### config.mk
export PLATFORM = sky130hd
export DESIGN_NAME = free_list_ckpt_fifo
export DESIGN_NICKNAME = d
export VERILOG_FILES = /design/src/rtl/free_list_ckpt_fifo.sv
export SDC_FILE = /design/constraint.sdc
export NUM_CORES = 1
export LEC_CHECK = 0
export CAP_MARGIN = 40
export CORE_MARGIN = 2
export CORE_UTILIZATION = 65
export DETAILED_ROUTE_END_ITERATION = 16
export PLACE_DENSITY_LB_ADDON = 0.2
export SLEW_MARGIN = 10
export SYNTH_ARGS = -nofsm -noshare
export SYNTH_HDL_FRONTEND = slang
export SYNTH_SLANG_ARGS = --single-unit
### constraint.sdc
create_clock -name clk -period 7.57 [get_ports clk]
set_input_delay 0.757 -clock clk [delete_from_list [all_inputs] [get_ports clk]]
set_output_delay 0.757 -clock clk [all_outputs]
set_load 0.03 [all_outputs]
### src/rtl/free_list_ckpt_fifo.sv
// Circular free list of physical register tags with zero-latency allocation,
// one release per cycle and head-pointer checkpoints for mispredict recovery.
module free_list_ckpt_fifo #(
  parameter  int WIDTH      = 6,
  parameter  int DEPTH      = 32,
  parameter  int INIT_BASE  = 32,
  parameter  int INIT_COUNT = 32,
  parameter  int NUM_CKPT   = 4,
  localparam int AW         = $clog2(DEPTH),
  localparam int PW         = AW + 1,
  localparam int CW         = (NUM_CKPT > 1) ? $clog2(NUM_CKPT) : 1
) (
  input  logic             clk,
  input  logic             rst,
  input  logic             alloc_req,
  output logic             alloc_gnt,
  output logic [WIDTH-1:0] alloc_tag,
  input  logic             rel_en,
  input  logic [WIDTH-1:0] rel_tag,
  input  logic             ckpt_en,
  input  logic [CW-1:0]    ckpt_id,
  input  logic             restore_en,
  input  logic [CW-1:0]    restore_id,
  output logic [PW-1:0]    count,
  output logic             empty,
  output logic             full,
  output logic             err
);

  logic [WIDTH-1:0]    mem [DEPTH];
  logic [PW-1:0]       rd_ptr;
  logic [PW-1:0]       wr_ptr;
  logic [PW-1:0]       rd_ptr_next;
  logic [PW-1:0]       ckpt_slot [NUM_CKPT];
  logic [NUM_CKPT-1:0] ckpt_valid;
  logic                restore_ok;
  logic                rel_ok;

  always_comb begin
    count       = wr_ptr - rd_ptr;
    empty       = (count == '0);
    full        = (count == PW'(DEPTH));
    alloc_gnt   = alloc_req & ~empty & ~restore_en;
    alloc_tag   = mem[rd_ptr[AW-1:0]];
    // Head after this cycle's grant; this is what a checkpoint captures.
    rd_ptr_next = rd_ptr + PW'(alloc_gnt);
    restore_ok  = restore_en & ckpt_valid[restore_id];
    rel_ok      = rel_en & ~full;
  end

  always_ff @(posedge clk) begin
    if (rst) begin
      for (int unsigned i = 0; i < DEPTH; i++) begin
        mem[i] <= (i < INIT_COUNT) ? WIDTH'(INIT_BASE + i) : '0;
      end
    end else if (rel_ok) begin
      mem[wr_ptr[AW-1:0]] <= rel_tag;
    end
  end

  always_ff @(posedge clk) begin
    if (rst) begin
      rd_ptr     <= '0;
      wr_ptr     <= PW'(INIT_COUNT);
      ckpt_valid <= '0;
      err        <= 1'b0;
      for (int unsigned i = 0; i < NUM_CKPT; i++) begin
        ckpt_slot[i] <= '0;
      end
    end else begin
      rd_ptr <= restore_ok ? ckpt_slot[restore_id] : rd_ptr_next;
      if (rel_ok) begin
        wr_ptr <= wr_ptr + PW'(1);
      end
      if (ckpt_en && !restore_en) begin
        ckpt_slot[ckpt_id]  <= rd_ptr_next;
        ckpt_valid[ckpt_id] <= 1'b1;
      end
      if ((rel_en && full) || (restore_en && !ckpt_valid[restore_id])) begin
        err <= 1'b1;
      end
    end
  end

endmodule

; Word level (Yosys, flattened, before mapping)
; Memories as Yosys holds them, arrays and structs flattened. A register that Yosys moved wholly into a read port is not among the register bits.
; Cells that the tools add are included.
[op_classes]
addsub = 3
order_cmp = 3
eq_ne = 1
muxes = 20
bitwise_logic = 8
reduce_logical = 10
[op_table]
columns = op, n
row1 = $mux 6, 3
row2 = $mux 1, 12
row3 = $reduce_or 6->1, 2
row4 = $mux 5, 2
row5 = $add 6x1->6, 1
row6 = $add 6x1->6 const B, 1
row7 = $eq 6x6->1 const B, 1
row8 = $logic_not 6->1, 1
row9 = $lt 2x3->1 const B, 2
row10 = $sub 6x6->6, 1
row11 = $and 1x1->1, 4
row12 = $logic_and 1x1->1, 4
row13 = $or 4x4->4, 1
row14 = $not 1->1, 3
row15 = $bmux 1 s2, 1
row16 = $demux 1 s2, 1
row17 = $ge 2x1->1 const B, 1
row18 = $logic_not 1->1, 2
row19 = $mux 2, 1
row20 = $logic_or 1x1->1, 1
[word_totals]
reg_bits = 17
ramBits = 216
inputBits = 16
out_inout_bits = 16
wordCells = 51
memories = 2
[memory_table]
columns = memory, depth, word_bits, read_ports, rd_ports_with_merged_regs, wr, line
row1 = mem, 32, 6, 1, 1, 32, 30  ; logic [WIDTH-1:0] mem [DEPTH];
row2 = ckpt_slot, 4, 6, 1, 0, 4, 34  ; logic [PW-1:0] ckpt_slot [NUM_CKPT];

; Depth between registers and ports, before layout
[depth]
word_depth = 9
ltp_mapped = 15
depth_no_buf = 13

; Least setup slack after synthesis
; Ideal clock, no wire load.
[synth_path]
path_kind = reg-to-reg
startpoint = register rd_ptr[2]
endpoint = memory ckpt_slot[0][4] (netlist name) (data pin)
setup_time_ns = 0.267
t_arrival_ns = 4.442
required_ns = 7.303
slack_ns = 2.862
stages_incl_launch_ff = 14
n_path_buf = 1
period_less_slack_ns = 4.708
path_cell_list = dfxtp_1 inv_1 buf_1 ha_1 xnor2_1 nor3_1 mux2i_1 nor3_1 nor3b_1 ha_1 ha_1 nand3_1 xnor2_1 nor2_1
[synth_rtl]
columns = item, line
row1 = from (decl), 31  ; logic [PW-1:0] rd_ptr;
row2 = from (signal assigned), 71  ; rd_ptr <= restore_ok ? ckpt_slot[restore_id] : rd_ptr_next;
row3 = to (decl), 34

; Worst setup path in the final report
[layout_path]
startpoint = register rd_ptr[2]
endpoint = output full
[layout_via]
elab_chain_len = 2
[layout_rtl]
columns = item, line
row1 = $sub 6x6->6, 40  ; count = wr_ptr - rd_ptr;
row2 = $eq 6x6->1, 42  ; full = (count == PW'(DEPTH));
row3 = to (decl), 26  ; output logic full,
; Every way passes these cells.

==> results.cfg <==
[clock_network]
clkLatencyLatePin_ns = 0.54
cts_resized = 0
cts_tree = done
cts_root_buf = clkbuf_16
cts_setup_buffers = 0
ctsHoldBuffers = 0
cts.sinks = 233
clkTransAtPathRegs_ns = 0.06
clock_path_buffers = 3
h-tree-depth = 1
numCtsBuffers = 25

[synthesis]
async_flop_share = 0
synth-seq-cells = 233
synth-compound-area-share = 0.01540
synth_xor_xnor_area_share = 0.006296
synthMuxAreaShare = 0.1402
netlist_area_mm2 = 0.01113
synth_top_family_by_area = simple AND/OR/NAND/NOR gates
synth_fa_ha_area_frac = 0.01417
post_synth.cell_area_avg_um2 = 14.38
synth_seq_area_share = 0.6134
synth-edff-count = 216
synthCells = 774
synthSimpleGateAreaFrac = 0.1879
synth_cell_types = 42
ys.flop_type = edfxtp_1
ys.warnings.count = 0
syn_nets = 802

[detailed_routing]
ant_nets = 0
viasPerCell = 6.280
drtPass1Iterations = 5
num_vias = 6487
dr.first_iter.drc_count = 680
routed_wl_mm = 23.83
drc = 0
wl_per_cell_um = 23.07

[timing]
max_freq_mhz = 213.6
worst_pin_slew_ns = 0.8927
slew_viol_final = 0
setup_tns_ns = 0
rsz0062_at_grt = false
hold_viol_final = 0
setup_viol = 0
fin_crit_sh = 0.6183
period_minus_slack_ns = 4.681
fin_worst_skew_ns = 0.02419
slew_headroom = 0.3998

[final_layout]
fin_util = 0.7516
antenna_cells = 0
layout_commonest_cell = edfxtp_1
multi_input_area_mm2 = 0.004050
fillers = 968
regArea_mm2 = 0.006832
drive_above_1_share = 0.1796
synthToLayoutAreaGrowth_pct = 12.40
nets = 823
layout_common_cells = edfxtp_1 (216), nand2b_1 (114), and2_1 (81)

[critical_path]
r2r_cells = 9
path_max_fanout = 43
worstPathRequired_ns = 6.81
crit_path_end_kind = output port
worstPathArrival_ns = 3.92
startpoint_type = register
critical_path_class = register to output port

[placement]
portBuffers = 31
place_congestion = 0.8329
place.detailed.hpwl_mm = 16.05

[global_routing]
grt_pass1_wl_mm = 37.94
grt_usage = 0.2786
grt_max_degree = 51
overflow = 0
antenna_found_initial = 1
first_global_vias = 6771

[outcome]
status = completed

[power_and_ir_drop]
ir_drop_uv = 364.2
powerDensity_mw_per_mm2 = 269.7
power_mw = 3.373
p_leak_nw = 3.763

[floorplan]
rows = 47
dieArea_mm2 = 0.01818
start_util = 0.6687
die_w_um = 134.8
io_pins = 32
die_h_um = 134.8
core_area_mm2 = 0.01664

[worst_hold_path]
hold_class = register to register
hold_depth = 2

[flow_run]
max_cap_viol_count = 0
-- Yosys cell counts (2+ instances only) --
cell type	count	share of area
a211oi_1	5	0.0034
xnor2_1	6	0.0047
nor2b_1	3	0.0017
nor3_2	11	0.0099
or2_1	19	0.011
o31ai_1	2	0.0013
nor3b_1	2	0.0013
a21oi_1	4	0.0018
mux2i_1	4	0.0036
nand3_1	6	0.0027
ha_1	11	0.012
or2_2	14	0.0079
inv_1	14	0.0047
or3_1	5	0.0028
mux4_2	67	0.14
nor2_1	41	0.014
and2_1	81	0.046
dfxtp_1	17	0.031
edfxtp_1	216	0.58
buf_4	4	0.0027
clkbuf_1	35	0.012
nand2b_1	114	0.064
nor3_1	24	0.011
nand2_1	37	0.012
nand3b_1	2	0.0013
o21ai_0	6	0.0027
buf_2	3	0.0013
xor2_1	2	0.0016
a31oi_1	2	0.0011
buf_1	5	0.0017
-- stage by stage --
stage	hold slack (ns)	instances	area [µm²]	setup slack, ns
after floorplan	0.4317	774	11130	2.862
after detailed placement	0.4690	988	11650	3.467
after CTS	0.4867	1033	12510	2.870
final	0.4796	1033	12510	2.889
after global placement	0.4489	985	11580	3.410
after global routing	0.5147	1033	12510	2.674
-- layout make-up --
cell class | instances | area share
sequential | 233 | 0.5462
multi-input combinational | 479 | 0.3238
clock buffer | 30 | 0.05232
timing repair buffer | 41 | 0.03461
tap | 220 | 0.02201
clock inverter | 15 | 0.01661
inverter | 15 | 0.004501
-- sequential cells by signal, indices dropped and copies added, names as in the netlist --
register / count
mem: 192
err: 1
ckpt_slot: 24
ckpt_valid: 4
rd_ptr: 6
wr_ptr: 6
-- critical path, cell delays in order, from the launching register on --
cell	delay, ns
dfxtp_1	0.35
inv_1	0.55
ha_1	0.40
xnor2_1	0.19
nor3b_1	0.24
mux2i_1	0.18
a211oi_4	0.23
buf_4	0.47
clkdlybuf4s50_1	0.77
-- power breakdown --
group	total (mW)	leakage [nW]	internal [mW]	switching, mW
clock	1.28	0.422	0.787	0.494
combinational	0.615	1.37	0.243	0.372
sequential	1.48	1.97	1.45	0.0318
total	3.37	3.76	2.48	0.897
-- path summary, 6_finish.rpt --
| path | startpoint | to | slack (ns) |
|---|---|---|---|
| max reg2reg | rd_ptr[2]$_SDFF_PP0_ | mem[4][0]$_SDFFCE_PN0P_ | 3.75 |
| min | ckpt_valid[3]$_SDFFE_PP0P_ | ckpt_valid[3]$_SDFFE_PP0P_ | 0.48 |
| min reg2reg | ckpt_valid[3]$_SDFFE_PP0P_ | ckpt_valid[3]$_SDFFE_PP0P_ | 0.48 |
| max | rd_ptr[2]$_SDFF_PP0_ | full | 2.89 |
-- cells by family (layout without fill, tap and decap cells) --
group	after synthesis	after routing
AOI/OAI and AO/OA	24	24
xor gates and xnor gates	8	8
adders and majority gates	12	12
buffers and inverters	62	101
DFF	233	233
muxes	72	72
and+or+nand+nor	363	363
-- routing by layer --
| metal | global-route usage | vias up | share of wire |
|---|---|---|---|
| met2 | 0.4574 | 304 | 0.49 |
| met3 | 0.04917 | 45 | 0.074 |
| met1 | 0.3907 | 3263 | 0.40 |
| met5 | 0 | - | 0.00080 |
| met4 | 0.08012 | 2 | 0.028 |
| li1 | - | 2873 | - |
(Power assumes the default switching activity.)
